## src/rtl/fsm_pkg.sv

```systemverilog
// fsm_pkg: shared mode codes, one-hot state indices and state type for fsm_seq (FSM_SEQ_ILLEGAL_TRAP_EN adds SJAM)
package fsm_pkg;
  localparam logic [2:0] MODE_IMP = 3'd0;
  localparam logic [2:0] MODE_IMM = 3'd1;
  localparam logic [2:0] MODE_ZP  = 3'd2;
  localparam logic [2:0] MODE_ZPI = 3'd3;
  localparam logic [2:0] MODE_ABS = 3'd4;
  localparam logic [2:0] MODE_ABI = 3'd5;
  localparam logic [2:0] MODE_IDY = 3'd6;
  localparam logic [2:0] MODE_ILL = 3'd7;
  localparam int ST_S0  = 0;
  localparam int ST_SOP = 1;
  localparam int ST_SLO = 2;
  localparam int ST_SHI = 3;
  localparam int ST_SIN = 4;
  localparam int ST_SCO = 5;
  localparam int ST_SLR = 6;
  localparam int ST_JAM = 7;
`ifdef FSM_SEQ_ILLEGAL_TRAP_EN
  localparam int STATE_W = 8;
`else
  localparam int STATE_W = 7;
`endif
  typedef enum logic [STATE_W-1:0] {
    S_S0  = STATE_W'(1) << ST_S0,
    S_SOP = STATE_W'(1) << ST_SOP,
    S_SLO = STATE_W'(1) << ST_SLO,
    S_SHI = STATE_W'(1) << ST_SHI,
    S_SIN = STATE_W'(1) << ST_SIN,
    S_SCO = STATE_W'(1) << ST_SCO,
`ifdef FSM_SEQ_ILLEGAL_TRAP_EN
    S_JAM = STATE_W'(1) << ST_JAM,
`endif
    S_SLR = STATE_W'(1) << ST_SLR
  } state_t;
endpackage

```

## src/rtl/fsm_seq.sv

```systemverilog
// fsm_seq: one-hot 6502 micro-sequencer; CLK/RST_N(sync low)/RDY/MODE/ST/CO in, strobes S0..SLR + CYC (+JAM with FSM_SEQ_ILLEGAL_TRAP_EN) out
module fsm_seq
  import fsm_pkg::*;
#(
  parameter int CYC_W = 3
) (
  input  logic             CLK,
  input  logic             RST_N,
  input  logic             RDY,
  input  logic [2:0]       MODE,
  input  logic             ST,
  input  logic             CO,
  output logic             S0,
  output logic             SLO,
  output logic             SHI,
  output logic             SIN,
  output logic             SCO,
  output logic             SLR,
  output logic             SOP,
  output logic [CYC_W-1:0] CYC
`ifdef FSM_SEQ_ILLEGAL_TRAP_EN
  , output logic           JAM
`endif
);
  state_t r_state;
  logic [2:0] r_mode;
  logic r_st;
  logic [CYC_W-1:0] r_cyc;
  state_t w_adv, w_next, w_r;
  logic w_cx, w_legal;
  always_comb begin
    w_r = r_st ? S_SOP : S_SLR;
    w_cx = (r_mode == MODE_ABI || r_mode == MODE_IDY) && CO;
    w_legal = 1'b1;
    w_adv = S_S0;
    case (r_state)
      S_S0: begin
        w_adv = (MODE == MODE_IMP || MODE == MODE_IMM || MODE == MODE_ILL) ? S_SOP : S_SLO;
`ifdef FSM_SEQ_ILLEGAL_TRAP_EN
        if (MODE == MODE_ILL) w_adv = S_JAM;
`endif
      end
      S_SLO: w_adv = (r_mode == MODE_ZP) ? w_r :
                     (r_mode == MODE_ZPI || r_mode == MODE_IDY) ? S_SIN :
                     (r_mode == MODE_ABS || r_mode == MODE_ABI) ? S_SHI : S_SOP;
      S_SIN: w_adv = (r_mode == MODE_IDY) ? S_SHI : w_r;
      S_SHI: w_adv = w_cx ? S_SCO : w_r;
      S_SCO: w_adv = w_r;
      S_SLR: w_adv = S_SOP;
      S_SOP: w_adv = S_S0;
`ifdef FSM_SEQ_ILLEGAL_TRAP_EN
      S_JAM: w_adv = S_JAM;
`endif
      default: w_legal = 1'b0;
    endcase
    // a corrupted one-hot pattern recovers even while RDY is low
    w_next = (RDY || !w_legal) ? w_adv : r_state;
  end
  always_ff @(posedge CLK) begin
    if (!RST_N) begin
      r_state <= S_S0;
      r_mode <= '0;
      r_st <= 1'b0;
      r_cyc <= '0;
    end else begin
      r_state <= w_next;
      if (RDY && r_state == S_S0) begin
        r_mode <= MODE;
        r_st <= ST;
      end
      // only self-looping state is SJAM, so a state change marks an advance
      r_cyc <= (w_next == S_S0) ? '0 : (w_next != r_state && !(&r_cyc)) ? r_cyc + 1'b1 : r_cyc;
    end
  end
  assign S0  = r_state[ST_S0];
  assign SOP = r_state[ST_SOP];
  assign SLO = r_state[ST_SLO];
  assign SHI = r_state[ST_SHI];
  assign SIN = r_state[ST_SIN];
  assign SCO = r_state[ST_SCO];
  assign SLR = r_state[ST_SLR];
  assign CYC = r_cyc;
`ifdef FSM_SEQ_ILLEGAL_TRAP_EN
  assign JAM = r_state[ST_JAM];
`endif
endmodule

```

## config.mk

```make
export PLATFORM = sky130hd
export DESIGN_NAME = fsm_seq
export DESIGN_NICKNAME = d
export VERILOG_FILES = /design/src/rtl/fsm_pkg.sv /design/src/rtl/fsm_seq.sv
export SDC_FILE = /design/constraint.sdc
export NUM_CORES = 1
export LEC_CHECK = 0
export CAP_MARGIN = 25
export CORE_ASPECT_RATIO = 0.7
export CORE_MARGIN = 3
export CORE_UTILIZATION = 35
export CTS_CLUSTER_DIAMETER = 100
export DETAILED_ROUTE_END_ITERATION = 10
export HOLD_SLACK_MARGIN = 0.12
export PLACE_DENSITY = 0.64
export SYNTH_ARGS = -nofsm -noshare
export SYNTH_HDL_FRONTEND = slang
export SYNTH_SLANG_ARGS = --single-unit
```

## constraint.sdc

```tcl
create_clock -name CLK -period 1.69 [get_ports CLK]
set_input_delay 0.338 -clock CLK [delete_from_list [all_inputs] [get_ports CLK]]
set_output_delay 0.338 -clock CLK [all_outputs]
set_load 0.02 [all_outputs]
```

# == Word-level counts from Yosys, hierarchy flattened ==
# Index checks and enable logic that the tools add are counted.
# op_classes
addsub,1
eq_ne,16
muxes,10
bitwise,1
n_reduce_logical,15
# ops
op,n
$pmux 7 s6,1
$mux 7,5
$eq 7x1->1 const B,2
$eq 3x3->1 const B,4
$eq 7x2->1 const B,1
$eq 7x3->1 const B,1
$eq 7x4->1 const B,1
$eq 7x5->1 const B,1
$eq 7x6->1 const B,1
$eq 7x7->1 const B,1
$ne 7x7->1,1
$reduce_or 7->1,1
$eq 3x2->1 const B,2
$logic_or 1x1->1,6
$mux 5,1
$mux 4,1
$add 3x1->3 const B,1
$eq 3x1->1 const B,1
$logic_and 1x1->1,3
$logic_not 3->1,1
$mux 3,1
$reduce_and 3->1,1
$logic_not 1->1,2
$reduce_or 2->1,1
2 further kinds,2
# totals
regBits,14

# == Logic depth before layout (Yosys ltp) ==
# logic_depth
word_depth,9
ltp_mapped,6
depth_no_buf,6

# == Worst setup path after synthesis ==
# No wires, ideal clock.
# synth_path
kind,reg-to-reg
from,reg r_state[5]
to,reg r_cyc[0] (netlist: CYC[0])
setup_ns,0.088
t_arrival_ns,1.740
required_ns,1.602
setup_slack_ns,-0.138
path_stages_with_launch,7
cell_sequence,dfxtp_1 > buf_4 > nor4b_2 > a211oi_1 > or4_4 > and3_1 > nor4_2
# synth_via
elab_chain_cells,8
# synth_lines
item,line_no,rtl
start: declaration,fsm_seq.sv:25,state_t r_state;
start signal: assignment,fsm_seq.sv:66,r_state <= w_next;
"$eq 7x1->1, or another cell as far along",fsm_seq.sv:36,case (r_state)
$reduce_or 7->1 (no source line),n/a,
$mux 1,fsm_seq.sv:36,
$logic_not 1->1,fsm_seq.sv:57,w_next = (RDY || !w_legal) ? w_adv : r_state;
$logic_or 1x1->1,fsm_seq.sv:57,
$mux 7,fsm_seq.sv:57,
$eq 7x1->1 / $ne 7x7->1 (equally long branches),fsm_seq.sv:72,r_cyc <= (w_next == S_S0) ? '0 : (w_next != r_state && !(&r_cyc)) ? r_cyc + 1'b1 : r_cyc;
$reduce_or 2->1 (no source line) / $logic_and 1x1->1 (equally long branches),n/a,
end signal: assignment,fsm_seq.sv:72,
end: declaration,fsm_seq.sv:28,logic [CYC_W-1:0] r_cyc;
# Parallel ways exist; a longest one is shown, timed or not.
# A chain may end at the register's enable or synchronous reset.

# == Worst setup path in the final report ==
# layout_path
from,reg r_state[5]
to,reg r_state[4]
# layout_via
elab_chain_cells,6
# layout_lines
item,line_no
"$eq 7x1->1, or another cell as far along",fsm_seq.sv:36
$reduce_or 7->1 (no source line),n/a
$mux 1,fsm_seq.sv:36
$logic_not 1->1,fsm_seq.sv:57
$logic_or 1x1->1,fsm_seq.sv:57
$mux 7 *,fsm_seq.sv:57
# Every way passes the cells marked *; elsewhere a longest branch is shown, timed or not.

==> out/results.tsv <==
metric	value	unit
FF-to-FF setup slack	-40	ps
total die area	3740	sq um
crit path max fanout	6	
number of violations of the max-capacitance limit	0	
largest net degree at the start of global routing	11	
transition time at the pin with the least slew margin	376	ps
number of standard-cell rows in the floorplan	16	
standard cell core area	2840	sq um
most frequently used flop master after synthesis	dfxtp_1	
growth of design area from synthesis to finish	47.9	%
global placement routability congestion	0.921	
leading cell types in the layout, fill and taps excluded	buf_4, nand2_1, clkdlybuf4s50_1	
initial core utilization	37.4	%
worst-skew pair later-pin latency	240	ps
Final Worst Setup Slack	-43.9	ps
final std cells w/o fill	204	
quantity of I/O buffers inserted on ports	17	
maximum clock frequency	577	MHz
worst-case clock buffer depth	2	
power density relative to cell area	668	nW/um^2
post-synthesis register bit count	14	
post-detailed-routing wire length	3.05	mm
Worst Hold Class	register to register	
endpoint of the worst hold-timing path	r_state[3]	
WHS Path Cells	2	
buffer cell driving the clock tree root	clkbuf_8	
fraction of final layout cells sized beyond drive strength 1	31.5	%
slowest cell on the critical path	or4b_1	
RR Startpoint	r_state[5]	
mean cell area of the mapped netlist	7.93	sq um
Gate Count Post-Synth	134	
post-synth cell types	41	
RSZ-0062 raised after global routing	yes	
async set-or-reset flop fraction in the synthesized netlist	0	%
failing checks	setup timing	
Max Transition Viols Final	0	
count of nets left with antenna violations after detail routing	0	
average wire length per cell after detail routing	15.0	um
overall fraction of global-route tracks in use	16.5	%
via count of the first global-routing pass	1027	
Placed Cells incl. Taps	199	
CP Capture Type	register	
net count after synthesis	144	
crit path time final	1730	ps
startpoint of the most critical hold path	r_mode[2]	
proportion of synthesized chip area in sequential cells	26.4	%
delay of the slowest cell on the worst path	540	ps
CTS tree	done	
path type of the worst setup path	register to register	
number of placed I/O pins	18	
R2R depth	5	
Max Clock Skew	1.79	ps
crit-path cells	buf_4 -> or4b_1 -> o21ai_2 -> nand2_1 -> o31ai_2	
die width	71.8	um
clock sink count	14	
maximum ir drop on the vdd rail	0.000775	V
global route total overflow	0	
Final Setup Violations	5	
DR pass1 iterations	4	
number of diodes	0	
Post-route DRC	0	
H-tree depth	1	
required time reported for the critical path endpoint	1840	ps
Vias/cell	5.74	
CP startpoint kind	register	
number of antenna violations at the first check in global routing	0	
first-pass GRT wire length	4.79	mm
leakage power total	0.650	nW
worst max-slew margin expressed relative to the limit	74.8	%
number of warnings issued by yosys	0	
number of enable flip-flop cells after synthesis	0	
Clk pin slew, worst setup/hold paths	60	ps
outcome	finished, violations left	
half-perimeter wire length after placement	2.31	mm
leading cell type in the layout, fill and taps excluded	buf_4	
Total Nets Final	179	
number of buffers inserted during clock tree synthesis	3	
mapped cell area	1060	sq um
count of final hold-check violations	0	
Detailed Route Iter0 Violations	57	
die height	52.1	um
vias	1170	
Tot Pwr	1.05	mW
data arrival time of the worst path	1880	ps
portion of the clock cycle consumed by the worst path in the final layout	103	%
Reg-to-Reg End	r_state[4]	
==> timing repair <==
| action | in CTS | in global routing |
|---|---|---|
| hold endpoints to repair | 0 | 0 |
| setup buffers | 1 | 0 |
| resized for setup | 17 | 10 |
| hold buffers | 0 | 0 |
| pin swaps | 2 | 0 |
| endpoints found under the setup margin | 12 | 11 |
==> power breakdown <==
part	internal [mW]	switching, mW
Sequential	0.349	0.0454
Clock	0.206	0.115
Combinational	0.168	0.167
Total	0.723	0.327
==> critical path, delay by kind of cell (launching register included) <==
kind	cells	cell delay, ps
AOI/OAI and AO/OA	2	410
buffers and inverters	1	170
DFF	1	370
and+or+nand+nor	2	690
==> layer usage <==
layer  track usage, %  wire length [um]  vias up
met4             4.38                 7        0
met5                0                 0        -
li1                 -                 -      569
met1             22.6              1400      552
met2             25.2              1360       47
met3             5.02               282        2
==> Yosys cell counts, types with 3 or more instances <==
master,number,share of area (%)
dfxtp_1,14,26
nand2_1,14,4.9
nor2_1,10,3.5
nand3_1,8,3.8
clkbuf_1,6,2.1
a21oi_1,5,2.4
nor2b_1,5,2.9
o2bb2ai_1,5,4.1
xor2_1,5,4.1
and3_1,4,2.4
mux2i_1,4,3.8
nor4b_1,4,3.3
o21ai_0,4,1.9
a211oi_1,3,2.1
buf_2,3,1.4
nand3b_1,3,2.1
nor3_1,3,1.4
o22ai_1,3,1.8
==> layout make-up <==
type	count	area, sq um
fillers	264	1270
multi-input cells	107	815
well taps	36	45.0
clock buffers	4	55.1
repair buffers	41	352
inverters	2	7.51
flip-flops and latches	14	298
==> worst max-delay path by stage <==
stage | slack, ps | cells after the start | start | end
after floorplan | 10 | 6 | r_state[5] | CYC[0]
after global placement | -260 | 5 | RST_N | CYC[0]
after detailed placement | -320 | 5 | RST_N | r_state[4]
after CTS | -8 | 5 | r_state[5] | CYC[0]
after global routing | -90 | 6 | r_state[5] | r_state[1]
final | -40 | 5 | r_state[5] | r_state[4]
==> cell families after synthesis <==
group	after synthesis	share of synthesized area (%)
simple gates	64	36.6
buf+inv	13	5.30
flops	14	26.4
mux	4	3.77
fa+ha+maj	2	2.36
xor+xnor	7	5.77
compound gates	30	19.8
==> per-stage QoR <==
step / TNS [ps] / util, % / setup slack [ps] / hold slack (ps) / area (sq um)
final: -107 / 55.3 / -43.9 / 591 / 1570
after global routing: -316 / 55.3 / -94.6 / 615 / 1570
after CTS: -8.81 / 53.6 / -7.70 / 568 / 1520
after detailed placement: -2290 / 49.5 / -316 / 583 / 1410
after global placement: -1800 / 49.5 / -257 / 570 / 1410
after floorplan: 0 / - / 10.9 / 466 / 1070
==> state kept, by name, summed over array words and instances (netlist names) <==
register / count
r_st: 1
r_mode: 3
r_state: 7
CYC: 3
Power figures use the tool's default switching activity.
